--- src/rtl/facto_bus_master_if.sv ---
// Host command/response channel and factorial-core slave bus bundled together.
// The master modport is the initiator side; slave is the host plus core side.
interface facto_bus_master_if;
    logic         cmd_valid;
    logic         cmd_ready;
    logic [63:0]  cmd_operand;
    logic         rsp_valid;
    logic         rsp_ready;
    logic [127:0] rsp_result;
    logic         rsp_timeout;
    logic         busy;
    logic         m_sel;
    logic         m_wr;
    logic [15:0]  m_addr;
    logic [63:0]  m_dout;
    logic [63:0]  m_din;
    logic         interrupt;

    modport master (
        input  cmd_valid, cmd_operand, rsp_ready, m_din, interrupt,
        output cmd_ready, rsp_valid, rsp_result, rsp_timeout, busy,
        output m_sel, m_wr, m_addr, m_dout
    );

    modport slave (
        output cmd_valid, cmd_operand, rsp_ready, m_din, interrupt,
        input  cmd_ready, rsp_valid, rsp_result, rsp_timeout, busy,
        input  m_sel, m_wr, m_addr, m_dout
    );
endinterface

--- src/rtl/facto_bus_master.sv ---
// Bus initiator that runs one factorial job per host command on the core slave:
// program, wait for completion (irq or polling), read 128-bit result, clear.
module facto_bus_master #(
    parameter logic [15:0] ADDR_OPSTART  = 16'h0000,
    parameter logic [15:0] ADDR_OPCLEAR  = 16'h0008,
    parameter logic [15:0] ADDR_OPDONE   = 16'h0010,
    parameter logic [15:0] ADDR_INTREN   = 16'h0018,
    parameter logic [15:0] ADDR_OPERAND  = 16'h0020,
    parameter logic [15:0] ADDR_RESULT_H = 16'h0028,
    parameter logic [15:0] ADDR_RESULT_L = 16'h0030,
    parameter bit          USE_IRQ       = 1'b1,
    parameter int          POLL_GAP      = 4,
    parameter int          TIMEOUT       = 65535
) (
    input logic               clk,
    input logic               reset,
    facto_bus_master_if.master bus
);

    localparam logic [15:0] GAP = 16'(POLL_GAP);
    localparam logic [15:0] TMO = 16'(TIMEOUT);

    typedef enum logic [3:0] {
        S_IDLE, S_W_IEN, S_W_OPND, S_W_STRT, S_W_UNST, S_WAIT,
        S_R_HI, S_R_LO, S_W_CLR, S_W_UNCLR, S_RESP
    } state_t;

    state_t       state, state_n;
    logic [63:0]  operand;
    logic [127:0] result;
    logic         timeout_q;
    logic [15:0]  wcnt;
    logic [15:0]  gap, gap_n;
    logic         sel_q, sel_n;
    logic         wr_q, wr_n;
    logic [15:0]  addr_q, addr_n;
    logic [63:0]  dout_q, dout_n;
    logic         done, expired;

    always_ff @(posedge clk) begin
        if (reset) begin
            state     <= S_IDLE;
            operand   <= '0;
            result    <= '0;
            timeout_q <= 1'b0;
            wcnt      <= '0;
            gap       <= '0;
            sel_q     <= 1'b0;
            wr_q      <= 1'b0;
            addr_q    <= '0;
            dout_q    <= '0;
        end else begin
            state  <= state_n;
            sel_q  <= sel_n;
            wr_q   <= wr_n;
            addr_q <= addr_n;
            dout_q <= dout_n;
            gap    <= gap_n;
            wcnt   <= (state == S_WAIT) ? wcnt + 16'd1 : 16'd0;
            if (state == S_IDLE && bus.cmd_valid) begin
                operand   <= bus.cmd_operand;
                timeout_q <= 1'b0;
            end
            if (state == S_WAIT && !done && expired) begin
                timeout_q <= 1'b1;
                result    <= '0;
            end
            if (state == S_R_HI)
                result[127:64] <= bus.m_din;
            if (state == S_R_LO)
                result[63:0] <= bus.m_din;
        end
    end

    always_comb begin
        state_n = state;
        gap_n   = '0;
        done    = 1'b0;
        expired = 1'b0;
        unique case (state)
            S_IDLE:    if (bus.cmd_valid) state_n = S_W_IEN;
            S_W_IEN:   state_n = S_W_OPND;
            S_W_OPND:  state_n = S_W_STRT;
            S_W_STRT:  state_n = S_W_UNST;
            S_W_UNST:  state_n = S_WAIT;
            S_WAIT: begin
                gap_n   = (gap == GAP) ? 16'd0 : gap + 16'd1;
                done    = USE_IRQ ? bus.interrupt
                                  : (sel_q & bus.m_din[0]);
                expired = (wcnt == TMO);
                if (done)
                    state_n = S_R_HI;
                else if (expired)
                    state_n = S_W_CLR;
            end
            S_R_HI:    state_n = S_R_LO;
            S_R_LO:    state_n = S_W_CLR;
            S_W_CLR:   state_n = S_W_UNCLR;
            S_W_UNCLR: state_n = S_RESP;
            S_RESP:    if (bus.rsp_ready) state_n = S_IDLE;
            default:   state_n = S_IDLE;
        endcase

        // Bus fields are registered, so they are decoded from the next state.
        sel_n  = 1'b0;
        wr_n   = 1'b0;
        addr_n = '0;
        dout_n = '0;
        case (state_n)
            S_W_IEN: begin
                sel_n = 1'b1; wr_n = 1'b1;
                addr_n = ADDR_INTREN;
                dout_n = {63'b0, USE_IRQ};
            end
            S_W_OPND: begin
                sel_n = 1'b1; wr_n = 1'b1;
                addr_n = ADDR_OPERAND;
                dout_n = operand;
            end
            S_W_STRT: begin
                sel_n = 1'b1; wr_n = 1'b1;
                addr_n = ADDR_OPSTART;
                dout_n = 64'd1;
            end
            S_W_UNST: begin
                sel_n = 1'b1; wr_n = 1'b1;
                addr_n = ADDR_OPSTART;
            end
            S_WAIT: begin
                if (!USE_IRQ && gap_n == 16'd0) begin
                    sel_n  = 1'b1;
                    addr_n = ADDR_OPDONE;
                end
            end
            S_R_HI: begin
                sel_n = 1'b1;
                addr_n = ADDR_RESULT_H;
            end
            S_R_LO: begin
                sel_n = 1'b1;
                addr_n = ADDR_RESULT_L;
            end
            S_W_CLR: begin
                sel_n = 1'b1; wr_n = 1'b1;
                addr_n = ADDR_OPCLEAR;
                dout_n = 64'd1;
            end
            S_W_UNCLR: begin
                sel_n = 1'b1; wr_n = 1'b1;
                addr_n = ADDR_OPCLEAR;
            end
            default: ;
        endcase
    end

    assign bus.cmd_ready   = (state == S_IDLE);
    assign bus.busy        = (state != S_IDLE);
    assign bus.rsp_valid   = (state == S_RESP);
    assign bus.rsp_result  = result;
    assign bus.rsp_timeout = timeout_q;
    assign bus.m_sel       = sel_q;
    assign bus.m_wr        = wr_q;
    assign bus.m_addr      = addr_q;
    assign bus.m_dout      = dout_q;

endmodule

--- src/flat_wrapper.sv ---
// flat-port wrapper written by rule: the top's interface ports become plain ports
module facto_bus_master_flat 
#(
    parameter logic [15:0] ADDR_OPSTART  = 16'h0000,
    parameter logic [15:0] ADDR_OPCLEAR  = 16'h0008,
    parameter logic [15:0] ADDR_OPDONE   = 16'h0010,
    parameter logic [15:0] ADDR_INTREN   = 16'h0018,
    parameter logic [15:0] ADDR_OPERAND  = 16'h0020,
    parameter logic [15:0] ADDR_RESULT_H = 16'h0028,
    parameter logic [15:0] ADDR_RESULT_L = 16'h0030,
    parameter bit          USE_IRQ       = 1'b1,
    parameter int          POLL_GAP      = 4,
    parameter int          TIMEOUT       = 65535
)
  (clk, reset, bus_cmd_valid, bus_cmd_operand, bus_rsp_ready, bus_m_din, bus_interrupt, bus_cmd_ready, bus_rsp_valid, bus_rsp_result, bus_rsp_timeout, bus_busy, bus_m_sel, bus_m_wr, bus_m_addr, bus_m_dout);
  facto_bus_master_if bus_i ();
  input logic clk;
  input logic reset;
  input wire logic [$bits(bus_i.cmd_valid)-1:0] bus_cmd_valid;
  input wire logic [$bits(bus_i.cmd_operand)-1:0] bus_cmd_operand;
  input wire logic [$bits(bus_i.rsp_ready)-1:0] bus_rsp_ready;
  input wire logic [$bits(bus_i.m_din)-1:0] bus_m_din;
  input wire logic [$bits(bus_i.interrupt)-1:0] bus_interrupt;
  output wire logic [$bits(bus_i.cmd_ready)-1:0] bus_cmd_ready;
  output wire logic [$bits(bus_i.rsp_valid)-1:0] bus_rsp_valid;
  output wire logic [$bits(bus_i.rsp_result)-1:0] bus_rsp_result;
  output wire logic [$bits(bus_i.rsp_timeout)-1:0] bus_rsp_timeout;
  output wire logic [$bits(bus_i.busy)-1:0] bus_busy;
  output wire logic [$bits(bus_i.m_sel)-1:0] bus_m_sel;
  output wire logic [$bits(bus_i.m_wr)-1:0] bus_m_wr;
  output wire logic [$bits(bus_i.m_addr)-1:0] bus_m_addr;
  output wire logic [$bits(bus_i.m_dout)-1:0] bus_m_dout;
  assign bus_i.cmd_valid = bus_cmd_valid;
  assign bus_i.cmd_operand = bus_cmd_operand;
  assign bus_i.rsp_ready = bus_rsp_ready;
  assign bus_i.m_din = bus_m_din;
  assign bus_i.interrupt = bus_interrupt;
  assign bus_cmd_ready = bus_i.cmd_ready;
  assign bus_rsp_valid = bus_i.rsp_valid;
  assign bus_rsp_result = bus_i.rsp_result;
  assign bus_rsp_timeout = bus_i.rsp_timeout;
  assign bus_busy = bus_i.busy;
  assign bus_m_sel = bus_i.m_sel;
  assign bus_m_wr = bus_i.m_wr;
  assign bus_m_addr = bus_i.m_addr;
  assign bus_m_dout = bus_i.m_dout;
  facto_bus_master #(.ADDR_OPSTART(ADDR_OPSTART), .ADDR_OPCLEAR(ADDR_OPCLEAR), .ADDR_OPDONE(ADDR_OPDONE), .ADDR_INTREN(ADDR_INTREN), .ADDR_OPERAND(ADDR_OPERAND), .ADDR_RESULT_H(ADDR_RESULT_H), .ADDR_RESULT_L(ADDR_RESULT_L), .USE_IRQ(USE_IRQ), .POLL_GAP(POLL_GAP), .TIMEOUT(TIMEOUT)) u_core (.clk(clk), .reset(reset), .bus(bus_i));
endmodule
--- config.mk ---
export PLATFORM = sky130hd
export DESIGN_NAME = facto_bus_master_flat
export DESIGN_NICKNAME = d
export VERILOG_FILES = /design/src/rtl/facto_bus_master_if.sv /design/src/rtl/facto_bus_master.sv /design/src/flat_wrapper.sv
export SDC_FILE = /design/constraint.sdc
export NUM_CORES = 1
export LEC_CHECK = 0
export CAP_MARGIN = 30
export CELL_PAD_IN_SITES_DETAIL_PLACEMENT = 2
export CELL_PAD_IN_SITES_GLOBAL_PLACEMENT = 2
export CORE_UTILIZATION = 25
export DETAILED_ROUTE_END_ITERATION = 16
export PLACE_DENSITY_LB_ADDON = 0.1
export SYNTH_ARGS = -nofsm -noshare
export SYNTH_HDL_FRONTEND = slang
export SYNTH_SLANG_ARGS = --single-unit
--- constraint.sdc ---
create_clock -name clk -period 2 [get_ports clk]
set_input_delay 0.3 -clock clk [delete_from_list [all_inputs] [get_ports clk]]
set_output_delay 0.3 -clock clk [all_outputs]
set_load 0.02 [all_outputs]
Word-level counts from Yosys, hierarchy flattened. Index checks and enable logic that the tools add are counted.

Reduce and logical (&&, ||, !) cells: 14. Eq/ne operators: 19. Mux-type cells: 16. Add/subtract/negate cells: 1. Bitwise gates (word level): 1.

Operator list (number): $mux 128 (1); $mux 64 (2); $pmux 64 s2 (1); $pmux 4 s11 (1); $pmux 6 s5 (1); $eq 4x3->1 const B (7); $eq 4x4->1 const B (5); $add 16x1->16 const B (1); $eq 16x16->1 const B (1); $eq 4x2->1 const B (4); $mux 4 (4); $eq 4x1->1 const B (2); $reduce_or 8->1 (1); $mux 1 (6); $reduce_bool 2->1 (3); $reduce_or 6->1 (1); $logic_not 4->1 (1); $reduce_bool 4->1 (1); $reduce_or 2->1 (2); $logic_and 1x1->1 (3); $reduce_or 3->1 (1); $logic_not 1->1 (1); $not 1->1 (1).

Word-level logic and storage cells: 61. Register bits: 295.

Depth between registers and ports, before layout. Gate-level depths: netlist of run 1.

Word-level depth: 7. Gate-level depth with buffers: 8.

Worst setup path after synthesis of run 1. No wires, ideal clock.

Kind: reg2reg. Start: reg u_core.state[0]. End: reg u_core.operand[24]. Data required time: 1.868 ns. Path slack: 0.148 ns. Stages on the path, launching flop included: 8. Arrival: 1.720 ns. Path through: dfxtp_1 buf_2 nor4_2 nand2_1 clkbuf_1 buf_2 nand2_1 a21oi_1.

Longest elaborated chain between the ends: 2.

RTL lines: start, declared (RTL line facto_bus_master.sv:28) `state_t state, state_n;`; start signal, assigned (RTL line facto_bus_master.sv:53) `state <= state_n;`; $logic_not 4->1; named net bus_cmd_ready (RTL line flat_wrapper.sv:24) `output wire logic [$bits(bus_i.cmd_ready)-1:0] bus_cmd_ready;`; $logic_and 1x1->1 (RTL line facto_bus_master.sv:60) `if (state == S_IDLE && bus.cmd_valid) begin`; end signal, assigned (RTL line facto_bus_master.sv:61) `operand <= bus.cmd_operand;`; end, declared (RTL line facto_bus_master.sv:29) `logic [63:0] operand;`.

The timed path passes the listed nets, and every way through them passes these cells. A chain may end at the register's enable or synchronous reset.

Final worst setup path of run 1.
Start: reg u_core.state[0]. End: out bus_rsp_valid.

Longest elaborated chain between the ends: 1.

RTL lines: $eq 4x4->1 (RTL line facto_bus_master.sv:158) `assign bus.rsp_valid = (state == S_RESP);`; end, declared (RTL line flat_wrapper.sv:25) `output wire logic [$bits(bus_i.rsp_valid)-1:0] bus_rsp_valid;`.

Every way passes these cells.

==> implementation parameters, run 1 <==
Parameter                              Value

Global route
  Largest net degree at the start of global routing ... 116
  First-pass GRT wire length ... approximately 58 mm
  Total gr overflow ... 0
  GR Util All Layers ... 18.1%
  Initial antenna violation count ... 3
  Via count of the first global-routing pass ... 10000

Synthesis
  Area share of and/or/nand/nor cells after synthesis ... between 20% and 30%
  Dominant register cell in the synthesized netlist ... dfxtp_1
  Sequential fraction of the synthesis area ... a little under three fifths
  Combined area of all synthesized cells ... ~9900 µm²
  Count of different cell masters after synthesis ... 42
  Synthesized-area fraction occupied by xor and xnor cells ... under 10%
  Fraction of synthesized area in multiplexers ... 0%
  Dominant combinational cell family by area after synthesis ... simple AND/OR/NAND/NOR gates
  Adder-cell share of the synthesized area ... less than 1%
  Proportion of register bits with asynchronous set or reset after synthesis ... 0%
  Post-Synthesis Cells ... 1154
  Number of flops mapped to enable cells by yosys ... 0
  Syn_area_per_cell ... 8.55 µm²
  Number of storage elements in the synthesis netlist ... between 200 and 300
  Yosys warnings ... 0
  Synth Area in Compound Gates ... 11.7%

Setup path
  Maximum fanout along the worst path ... 6
  Setup slack, reg-to-reg ... approximately 170 ps
  Start-to-end type of the worst setup path ... flip-flop to output pin
  Worst flop-to-flop path startpoint ... u_core.wcnt[1]
  Startpoint types ... flip-flop
  Logic depth of the worst register-to-register path ... 8
  Launching element of the worst setup path ... u_core.state[0]
  Type of destination of the critical path ... output pin
  Worst path arrival time ... ~1600 ps
  Reg-to-Reg End ... u_core.bus.rsp_result[103]
  Required @ worst endpoint ... around 1700 ps
  Critical path capture point ... bus_rsp_valid

Pwr
  Cell Pwr Density ... approximately 940 nW/µm²
  Leakage power summed over all cells ... around 5.3 nW
  Maximum ir drop on the vdd rail ... 0.493 mV

Run status
  Result of the run ... finished clean

Job
  Number of maximum-capacitance constraint violations ... 0

Timing
  Final clock skew ... 22.1 ps
  Worst rel slew slack ... between 50% and 60%
  Final hold violation count ... 0
  Clock period minus final worst setup slack ... between 1500 and 2000 ps
  Final number of setup-violating endpoints ... 0
  Max-slew violation total from the final report ... 0
  Worst hold slack across all endpoints ... 184 ps
  Achievable clock frequency ... around 530 MHz
  RSZ-0062 raised after global routing ... no
  Transition time at the pin with the least slew margin ... slightly above 600 ps
  Ratio of final minimum period to clock period ... between 90% and 100%
  Setup TNS ... 0 ps

Detailed routing
  Post-route DRC violation count ... 0
  WL per Instance ... 18.3 µm
  DRT antenna net count ... 0
  Via count ... a little over 9000
  First-pass DRT Iterations ... 4
  Post-Route WL ... ~37 mm
  DR vias/cell ... roughly 4.6
  Iteration-0 DRC count of the detailed router ... about 270

Cells and area
  Final core utilization ... about two fifths
  Reg area ... roughly 5700 µm²
  Number of nets at the end of the flow ... 1605
  Multi-input logic area ... 3780 µm²
  Synth-to-layout area growth ... 53.0%
  Share of cells above drive strength 1 ... 7.43%
  Filler Cells Inserted ... ~4300

Clock network
  TritonCTS clock tree ... yes
  Hold bufs inserted after CTS ... 0
  Post-CTS repair timing setup buffer count ... 0
  Number of clock sinks seen by CTS ... roughly 280
  Clk Tree Root Cell ... clkbuf_16
  H-tree lvl count ... 2
  Clock buffers created by TritonCTS ... 34
  Clock input transition at the sequential cells of the worst setup and hold paths ... 60 ps
  Clock insertion delay at the later pin of the skew report ... 510 ps
  Buffer levels on the longest clock path ... 3

Placement
  GPL Wtd Cong ... 0.766
  Detailed placer's ending HPWL ... ~24 mm
  Number of buffers added on ports ... approximately 330

Floorplan
  Placement row count ... just over 70
  Die Y-Extent ... roughly 200 µm
  Die span in x ... ~200 µm
  Placeable core area ... 38800 µm²
  Die footprint ... a little over 40000 µm²
  I/O pin count ... around 350
  Initial cell density of the core ... between 20% and 30%

Hold path
  Hold Crit Class ... input port to flip-flop
[report_power, final]
group	switching, mW	internal [mW]	total [mW]
combinational	0.972	0.740	1.71
clock	2.42	4.01	6.43
sequential	0.131	5.88	6.01
[state kept, by name, summed over array words and instances (netlist names)]
register,flops
u_core.bus.m_addr,3
u_core.bus.m_dout,64
u_core.bus.m_sel,1
u_core.bus.m_wr,1
u_core.bus.rsp_result,128
u_core.bus.rsp_timeout,1
u_core.operand,64
u_core.state,4
u_core.wcnt,16
[layout make-up]
class	instances	area share, %
Antenna cell	2	0.0331
Clock buffer	54	7.28
Clock inverter	5	0.497
Inverter	6	0.149
Multi-Input combinational cell	775	25.0
Sequential cell	282	37.4
Tap cell	518	4.29
Timing Repair Buffer	372	25.3
[cell families (layout without fill, tap and decap cells)]
| group | Yosys count | count (layout) |
|---|---|---|
| AO/OA/AOI/OAI | 225 | 225 |
| XOR/XNOR | 12 | 12 |
| adder cells (fa/ha/maj) | 1 | 1 |
| buffers and inverters | 109 | 437 |
| flip-flops | 282 | 282 |
| other | 1 | 15 |
| AND/OR/NAND/NOR | 524 | 524 |
[placed cells by master (no fill, tap or decap), drive strengths merged, types with 4 or more instances in the layout]
cell type / instances
o21ai: 12
conb: 13
nor2: 24
nand2b: 4
and2: 64
nor4: 4
nor3: 4
nand2: 266
nand3: 136
a21oi: 204
inv: 6
xor2: 8
dfxtp: 282
or3: 6
nand4: 5
clkdlybuf4s50: 329
xnor2: 4
clkbuf: 56
buf: 40
[worst min path at each step]
stage / start / end / cells after the start
after global routing: reset / u_core.bus.m_addr[5] / 3
after CTS: reset / u_core.bus.m_addr[5] / 3
after detailed placement: u_core.operand[25] / u_core.bus.m_dout[25] / 1
after floorplan: u_core.wcnt[0] / u_core.wcnt[0] / 1
after global placement: u_core.operand[7] / u_core.bus.m_dout[7] / 1
final: reset / u_core.bus.m_addr[5] / 3
[per-layer routing]
metal / track usage [%] / up-vias / wire [µm]
li1: - / 4429 / -
met1: 22.1 / 4494 / 16000
met2: 28.9 / 255 / 16700
met3: 7.18 / 56 / 3050
met4: 5.92 / 2 / 1040
met5: 0 / - / 13
[per-stage QoR]
step	setup slack, ps	cell area (µm²)	power [mW]	cells
global placement	144	13900	7.87	1953
finish	129	15100	14.2	2014
detailed placement	88.4	13900	7.90	1953
CTS	13.7	15100	14.5	2012
floorplan	148	9920	7.00	1166
global route	14.8	15100	14.8	2014
[critical path, stage by stage (launching register included)]
cell	delay (ps)
dfxtp_1	360
nand2b_1	260
nor2_1	130
clkdlybuf4s15_1	310
[synth_stat cells (2+ instances only)]
library cell | number | share of area (%)
buf_1 | 12 | 0.46
nor2_2 | 2 | 0.13
o21ai_0 | 11 | 0.56
nand2b_1 | 4 | 0.25
buf_4 | 20 | 1.5
inv_1 | 6 | 0.23
nor2b_1 | 3 | 0.19
and2_1 | 64 | 4.1
a21oi_1 | 204 | 10
clkbuf_1 | 48 | 1.8
nor3_1 | 4 | 0.20
buf_2 | 21 | 1.1
and4_1 | 3 | 0.27
nor2_1 | 22 | 0.84
or3_1 | 6 | 0.38
nand4_1 | 4 | 0.25
nand3_1 | 136 | 6.9
xnor2_1 | 4 | 0.35
nor4_2 | 2 | 0.25
nand2_1 | 265 | 10
buf_6 | 2 | 0.23
and3_1 | 2 | 0.13
o22ai_1 | 2 | 0.13
xor2_1 | 8 | 0.71
dfxtp_1 | 282 | 57
[what timing repair did]
item | 4_1_cts | 5_1_grt
pin swaps | 0 | 0
setup endpoints to repair | 3 | 3
resized for setup | 9 | 3
Power figures use the tool's default switching activity.
==> run 2: changes to the inputs <==
--- a/config.mk
+++ b/config.mk
@@ -5,11 +5,12 @@
 export SDC_FILE = /design/constraint.sdc
 export NUM_CORES = 1
 export LEC_CHECK = 0
-export CAP_MARGIN = 30
+export CAP_MARGIN = 40
 export CELL_PAD_IN_SITES_DETAIL_PLACEMENT = 2
 export CELL_PAD_IN_SITES_GLOBAL_PLACEMENT = 2
 export CORE_UTILIZATION = 25
 export DETAILED_ROUTE_END_ITERATION = 16
+export GPL_TIMING_DRIVEN = 0
 export PLACE_DENSITY_LB_ADDON = 0.1
 export SYNTH_ARGS = -nofsm -noshare
 export SYNTH_HDL_FRONTEND = slang
==> run 2 against run 1 <==
Clock-buffer cell count grew 1. Global-route usage grew 0.90 points. Die area is the same. Cell count grew 3.3%. Largest power group unchanged.
==> implementation parameters, run 2 (synthesized netlist as in run 1, its figures left out) <==
Parameter                              Value

Cells and area
  Synth-to-layout area growth ... 54.0% (was 53.0%)
  Number of nets at the end of the flow ... 1671 (was 1605)
  Final core utilization ... 39.2% (was 38.9%)
  Top library cells by usage in the layout, fill and taps aside ... 329 x clkdlybuf4s50_1, 273 x dfxtp_1, 265 x nand2_1 (was 329 x clkdlybuf4s50_1, 280 x dfxtp_1, 263 x nand2_1)
  Count of non-filler cells in the finished layout ... 2081 (was 2014)
  Share of cells above drive strength 1 ... 9.29% (was 7.43%)
  Number of flip-flops under the largest register name ... 128 (unchanged)
  Most common cell after layout, fill and taps aside ... clkdlybuf4s50_1 (unchanged)
  Filler Cells Inserted ... 4323 (was 4285)

Clock network
  Clock buffers created by TritonCTS ... 35 (was 34)
  Clock insertion delay at the later pin of the skew report ... 520 ps (was 510 ps)
  TritonCTS clock tree ... yes (unchanged)
  H-tree lvl count ... 2 (unchanged)
  Clock input transition at the sequential cells of the worst setup and hold paths ... 60 ps (about the same)
  Clk Tree Root Cell ... clkbuf_16 (unchanged)
  Hold bufs inserted after CTS ... 0 (unchanged)
  Number of clock sinks seen by CTS ... 282 (unchanged)
  Buffer levels on the longest clock path ... 3 (unchanged)

Setup path
  Maximum fanout along the worst path ... 9 (was 6)
  Worst flop-to-flop path startpoint ... u_core.state[0] (was u_core.wcnt[1])
  Logic depth of the worst register-to-register path ... 8 (unchanged)
  Start-to-end type of the worst setup path ... flip-flop to output pin (unchanged)
  Kind of cell adding the most delay to the critical path ... buffers and inverters (was simple AND/OR/NAND/NOR gates)
  Launching element of the worst setup path ... u_core.state[0] (unchanged)
  Reg-to-Reg End ... u_core.bus.rsp_result[112] (was u_core.bus.rsp_result[103])
  Crit-path slowest cell ... dfxtp_1 (unchanged)
  Worst path arrival time ... 1610 ps (was 1570 ps)
  Buffers and inverters on the worst path ... 2 (was 1)
  Crit path largest cell delay ... 300 ps (was 360 ps)
  Critical path capture point ... bus_rsp_valid (unchanged)
  Required @ worst endpoint ... 1700 ps (about the same)
  Worst-path cell chain ... buf_2 -> nand2b_2 -> nor2_1 -> clkdlybuf4s15_2 (was nand2b_1 -> nor2_1 -> clkdlybuf4s15_1)
  Startpoint types ... flip-flop (unchanged)
  Type of destination of the critical path ... output pin (unchanged)
  Number of logic stages on the critical path including buffering ... 4 (was 3)
  Setup slack, reg-to-reg ... 100 ps (was 170 ps)

Global route
  Initial antenna violation count ... 5 (was 3)
  First-pass GRT wire length ... 60.1 mm (was 58.1 mm)
  Total gr overflow ... 0 (unchanged)
  Largest net degree at the start of global routing ... 13 (was 116)
  Via count of the first global-routing pass ... 10200 (was 10000)
  GR Util All Layers ... 19.0% (was 18.1%)

Job
  Number of maximum-capacitance constraint violations ... 0 (unchanged)

Floorplan
  Placeable core area ... 38800 µm² (unchanged)
  Die footprint ... 40300 µm² (unchanged)
  Initial cell density of the core ... 25.4% (unchanged)
  Die span in x ... 201 µm (unchanged)
  I/O pin count ... 347 (unchanged)
  Die Y-Extent ... 201 µm (unchanged)
  Placement row count ... 72 (unchanged)

Timing
  Max-slew violation total from the final report ... 0 (unchanged)
  Ratio of final minimum period to clock period ... 95.7% (was 93.6%)
  Transition time at the pin with the least slew margin ... 776 ps (was 619 ps)
  RSZ-0062 raised after global routing ... yes (was no)
  Setup TNS ... 0 ps (unchanged)
  Clock period minus final worst setup slack ... 1910 ps (was 1870 ps)
  Achievable clock frequency ... 522 MHz (was 534 MHz)
  Final clock skew ... 10.1 ps (was 22.1 ps)
  Final WS setup ... 85.4 ps (was 129 ps)
  Final hold violation count ... 0 (unchanged)
  Final number of setup-violating endpoints ... 0 (unchanged)
  Worst rel slew slack ... 48.2% (was 58.7%)

Pwr
  Total power after layout ... 14.2 mW (about the same)
  Cell Pwr Density ... 936 nW/µm² (was 938 nW/µm²)
  Maximum ir drop on the vdd rail ... 0.419 mV (was 0.493 mV)
  Leakage power summed over all cells ... 5.37 nW (was 5.28 nW)

Detailed routing
  Iteration-0 DRC count of the detailed router ... 236 (was 267)
  WL per Instance ... 18.6 µm (was 18.3 µm)
  DR vias/cell ... 4.55 (was 4.59)
  Via count ... 9465 (was 9236)
  Post-route DRC violation count ... 0 (unchanged)
  Post-Route WL ... 38.7 mm (was 36.8 mm)
  First-pass DRT Iterations ... 4 (unchanged)
  DRT antenna net count ... 0 (unchanged)

Run status
  Result of the run ... finished clean (unchanged)

Hold path
  Hold Crit Class ... input port to flip-flop (unchanged)

Placement
  Worst slack at placement ... -237 ps (was 88.4 ps)
  Detailed placer's ending HPWL ... 28.3 mm (was 24.5 mm)
  Number of buffers added on ports ... 332 (was 333)
  GPL Wtd Cong ... 0.774 (was 0.766)
  Total instance count after detailed placement ... 2017 (was 1953)
==> run 2: final cells by class <==
cell class / instances / area, µm² / share of cell area (%)
Inverter: 6 / 22.5 / 0.148
Antenna cell: 2 / 5.00 / 0.0329
Tap cell: 518 / 648 / 4.26
Sequential cell: 282 / 5660 / 37.2
Buffer: 102 / 554 / 3.64
Clock buffer: 55 / 1050 / 6.91
Multi-Input combinational cell: 775 / 3810 / 25.0
Timing Repair Buffer: 335 / 3350 / 22.0
Clock inverter: 6 / 109 / 0.716
==> run 2: worst min-delay path: stages <==
cell and delay (ps):
clkdlybuf4s50_1 390, nand2_1 60, a21oi_1 50
==> run 2: metal layers <==
metal	wire [µm]	track usage, %
met1	16400	22.4
met2	18300	32.3
met3	3080	6.87
met4	888	5.45
met5	38	0
==> run 2: worst min path at each step <==
stage,startpoint,endpoint,depth (start not counted)
after floorplan,u_core.wcnt[0],u_core.wcnt[0],1
after global placement,u_core.operand[53],u_core.bus.m_dout[53],1
after detailed placement,u_core.operand[31],u_core.bus.m_dout[31],1
after CTS,bus_cmd_operand[6],u_core.operand[6],3
after global routing,bus_cmd_operand[58],u_core.operand[58],3
final,bus_cmd_operand[58],u_core.operand[58],3
==> run 2: through the flow <==
| stage | cell area, µm² | hold WS [ps] |
|---|---|---|
| after floorplan | 9920 | 426 |
| after global placement | 13900 | 436 |
| after detailed placement | 13900 | 443 |
| after CTS | 15100 | 308 |
| after global routing | 15200 | 321 |
| final | 15200 | 333 |
==> run 2: timing repair <==
| action | CTS | global route |
|---|---|---|
| gates cloned | 0 | 0 |
| setup buffers | 1 | 1 |
| gates resized for setup | 24 | 52 |
| endpoints found under the hold margin | 0 | 0 |
| pin swaps | 2 | 3 |
| setup endpoints to repair | 167 | 168 |
==> run 2: power breakdown <==
group / total (mW) / switching [mW] / internal [mW]
Combinational: 1.77 / 1.02 / 0.747
Sequential: 6.01 / 0.128 / 5.88
Clock: 6.47 / 2.48 / 3.98
==> run 3: changes to the inputs <==
--- a/config.mk
+++ b/config.mk
@@ -5,10 +5,11 @@
 export SDC_FILE = /design/constraint.sdc
 export NUM_CORES = 1
 export LEC_CHECK = 0
+export ABC_AREA = 1
 export CAP_MARGIN = 40
 export CELL_PAD_IN_SITES_DETAIL_PLACEMENT = 2
 export CELL_PAD_IN_SITES_GLOBAL_PLACEMENT = 2
-export CORE_UTILIZATION = 25
+export CORE_UTILIZATION = 23
 export DETAILED_ROUTE_END_ITERATION = 16
 export GPL_TIMING_DRIVEN = 0
 export PLACE_DENSITY_LB_ADDON = 0.1
==> constraint.sdc (replaced) <==
create_clock -name clk -period 1.6 [get_ports clk]
set_input_delay 0.24 -clock clk [delete_from_list [all_inputs] [get_ports clk]]
set_output_delay 0.24 -clock clk [all_outputs]
set_load 0.02 [all_outputs]
==> run 3 against run 2 <==
The flow now finishes with violations (negative setup slack). Area after synthesis increased by 1.6%. Combinational power increased by 18%. Largest cell class unchanged. First-iteration DRC count increased by 21%. Power increased by 22%. Clock skew increased by 11 ps. Non-clock buffer count increased by 32.
==> implementation parameters, run 3 <==
Parameter                              Value

Run status
  Result of the run ... finished with violations (was finished clean)
  Failing checks ... negative setup slack

Pwr
  Pint ... 12.8 mW (was 10.6 mW)
  Part of the total power dissipated in combinational logic ... 12.0% (was 12.4%)
  Net switching power ... 4.52 mW (was 3.63 mW)
  Leakage power summed over all cells ... 6.81 nW (was 5.37 nW)
  Clock network power share ... 44.9% (was 45.4%)
  Maximum ir drop on the vdd rail ... 0.528 mV (was 0.419 mV)
  Switching portion of total power ... 26.0% (was 25.5%)
  Cell Pwr Density ... 1030 nW/µm² (was 936 nW/µm²)
  Fraction of power consumed by sequential logic ... 43.0% (was 42.2%)

Synthesis
  Combined area of all synthesized cells ... 10000 µm² (was 9870 µm²)
  Proportion of register bits with asynchronous set or reset after synthesis ... 0% (unchanged)
  Dominant register cell in the synthesized netlist ... dfxtp_1 (unchanged)
  Syn_area_per_cell ... 8.43 µm² (was 8.55 µm²)
  Count of different cell masters after synthesis ... 35 (was 42)
  Post-Synthesis Cells ... 1190 (was 1154)
  Number of storage elements in the synthesis netlist ... 282 (unchanged)
  Sequential fraction of the synthesis area ... 56.3% (was 57.2%)
  Commonest cells in the netlist ... 282 x dfxtp_1, 203 x a21oi_1, 162 x nand2_1, 134 x nand3_1, 92 x inv_1 (was 282 x dfxtp_1, 265 x nand2_1, 204 x a21oi_1, 136 x nand3_1, 64 x and2_1)
  Number of flops mapped to enable cells by yosys ... 0 (unchanged)
  Area share of the largest cell type after synthesis ... 56.3% (was 57.2%)
  Library cell occupying the most area in the post-synthesis netlist ... dfxtp_1 (unchanged)
  Top area cells in the synthesized netlist ... dfxtp_1 56%, a21oi_1 10%, nand3_1 6.7% (was dfxtp_1 57%, a21oi_1 10%, nand2_1 10%)
  Yosys warnings ... 0 (unchanged)
  Dominant cell by count in the synthesized netlist ... dfxtp_1 (unchanged)

Cells and area
  Reg area ... 5680 µm² (was 5660 µm²)
  Number of flip-flops under the largest register name ... 128 (unchanged)
  Number of nets at the end of the flow ... 1737 (was 1671)
  Most common cell after layout, fill and taps aside ... dfxtp_1 (was clkdlybuf4s50_1)
  Synth-to-layout area growth ... 68.3% (was 54.0%)
  Multi-input logic area ... 4500 µm² (was 3810 µm²)
  Top library cells by usage in the layout, fill and taps aside ... 268 x dfxtp_1, 196 x dlygate4sd2_1, 159 x nand2_1 (was 329 x clkdlybuf4s50_1, 273 x dfxtp_1, 265 x nand2_1)
  Share of cells above drive strength 1 ... 24.2% (was 9.29%)
  Count of non-filler cells in the finished layout ... 2217 (was 2081)
  Filler Cells Inserted ... 4751 (was 4323)
  Final design instance area without fill ... 16900 µm² (was 15200 µm²)

Clock network
  Clock buffers created by TritonCTS ... 35 (unchanged)
  Clock input transition at the sequential cells of the worst setup and hold paths ... 60 ps (about the same)
  Number of clock sinks seen by CTS ... 282 (unchanged)
  H-tree lvl count ... 2 (unchanged)
  TritonCTS clock tree ... yes (unchanged)
  Clk Tree Root Cell ... clkbuf_16 (unchanged)
  Hold bufs inserted after CTS ... 0 (unchanged)
  Buffer levels on the longest clock path ... 3 (unchanged)
  Clock insertion delay at the later pin of the skew report ... 550 ps (was 520 ps)

Timing
  Worst hold slack across all endpoints ... 291 ps (was 333 ps)
  Clock period minus final worst setup slack ... roughly 1700 ps
  Max-slew violation total from the final report ... 0 (unchanged)
  Worst rel slew slack ... 60.8% (was 48.2%)
  Final clock skew ... 21.2 ps (was 10.1 ps)
  Setup TNS ... -269 ps (was 0 ps)
  Achievable clock frequency ... ~600 MHz
  Final hold violation count ... 0 (unchanged)
  Final WS setup ... -59.1 ps (was 85.4 ps)
  Ratio of final minimum period to clock period ... 104%
  Final number of setup-violating endpoints ... 27 (was 0)
  Transition time at the pin with the least slew margin ... 589 ps (was 776 ps)
  RSZ-0062 raised after global routing ... yes (unchanged)

Setup path
  Type of destination of the critical path ... output pin (unchanged)
  Setup slack, reg-to-reg ... -30 ps (was 100 ps)
  Worst path arrival time ... 1420 ps (was 1610 ps)
  Startpoint types ... flip-flop (unchanged)
  Required @ worst endpoint ... 1360 ps (was 1700 ps)
  Maximum fanout along the worst path ... 4 (was 9)
  Start-to-end type of the worst setup path ... flip-flop to output pin (unchanged)

Global route
  Initial antenna violation count ... 5 (unchanged)
  Total gr overflow ... 0 (unchanged)
  Via count of the first global-routing pass ... 10400 (was 10200)
  Largest net degree at the start of global routing ... 12 (was 13)
  First-pass GRT wire length ... 62.1 mm (was 60.1 mm)
  GR Util All Layers ... 18.3% (was 19.0%)

Detailed routing
  WL per Instance ... 19.6 µm (was 18.6 µm)
  DRT antenna net count ... 0 (unchanged)
  DR vias/cell ... 4.45 (was 4.55)
  Post-Route WL ... 43.4 mm (was 38.7 mm)
  Via count ... 9865 (was 9465)
  Post-route DRC violation count ... 0 (unchanged)
  First-pass DRT Iterations ... 4 (unchanged)
  Iteration-0 DRC count of the detailed router ... 285 (was 236)

Floorplan
  Die span in x ... 211 µm (was 201 µm)
  Placeable core area ... 43100 µm² (was 38800 µm²)
  Initial cell density of the core ... 23.3% (was 25.4%)
  I/O pin count ... 347 (unchanged)
  Die Y-Extent ... 211 µm (was 201 µm)
  Die footprint ... 44500 µm² (was 40300 µm²)
  Placement row count ... 76 (was 72)

Placement
  Total instance count after detailed placement ... 2120 (was 2017)
  Number of buffers added on ports ... 333 (was 332)
  Area after detailed placement ... 14100 µm² (was 13900 µm²)
  Worst slack at placement ... -1270 ps (was -237 ps)
  GPL Wtd Cong ... 0.762 (was 0.774)
  Detailed placer's ending HPWL ... 30.5 mm (was 28.3 mm)

Job
  Number of maximum-capacitance constraint violations ... 0 (unchanged)

Hold path
  Hold Crit Class ... input port to flip-flop (unchanged)
## run 3: worst max-delay path: stages (launching register included)
cell and delay [ps]:
dfxtp_4 390, inv_4 50, nor2_4 130, inv_2 50, nor2_2 110, buf_6 130
## run 3: cell type report
type                            count  area share (%)
Clock inverter                      7           0.319
Buffer                            103            5.23
Timing Repair Buffer              366            21.2
Antenna cell                        3          0.0445
Inverter                           96            2.19
Tap cell                          585            4.34
Sequential cell                   282            33.6
Clock buffer                       56            6.37
Multi-Input combinational cell    719            26.7
## run 3: cell families after synthesis
| family | share of synthesized area [%] |
|---|---|
| xor+xnor | 0.437 |
| other cells | 0.0374 |
| compound gates | 14.3 |
| flops | 56.3 |
| fa+ha+maj | 0.125 |
| simple gates | 18.8 |
| buf+inv | 10.1 |
## run 3: timing repair
action | CTS | global route
gates cloned | 0 | 11
setup buffers | 8 | 14
endpoints found under the setup margin | 456 | 201
gates resized for setup | 306 | 291
pin swaps | 9 | 33
## run 3: path summary, 6_finish.rpt
| path | end | from | depth (start not counted) |
|---|---|---|---|
| setup / recovery | bus_rsp_valid | u_core.state[3] | 5 |
| hold / removal | u_core.bus.rsp_result[71] | bus_m_din[7] | 3 |
| hold reg to reg | u_core.bus.m_dout[32] | u_core.operand[32] | 2 |
| setup reg to reg | u_core.bus.rsp_result[9] | u_core.wcnt[0] | 8 |
## run 3: layer usage
metal	GRT usage, %	up-vias	part of all wire, %
met4	6.57	6	3.1
met5	0	-	0.090
met2	30.4	236	47
li1	-	4771	-
met3	5.14	76	5.7
met1	22.6	4776	44
## run 3: per-stage QoR
step                      utilization [%]  power, mW
after detailed placement             32.8       9.63
final                                39.2       17.4
after global placement               32.8       9.57
after floorplan                         -       8.62
after CTS                            35.5       17.6
after global routing                 39.2       18.2
## run 3: power groups by stage
stage	Combinational [mW]	Clock (mW)	Sequential [mW]
2_1_floorplan	0.919	0	7.71
3_3_place_gp	1.97	0	7.61
3_5_place_dp	2.00	0	7.62
4_1_cts	2.04	8.10	7.47
5_1_grt	2.28	8.38	7.50
6_report	2.09	7.80	7.47
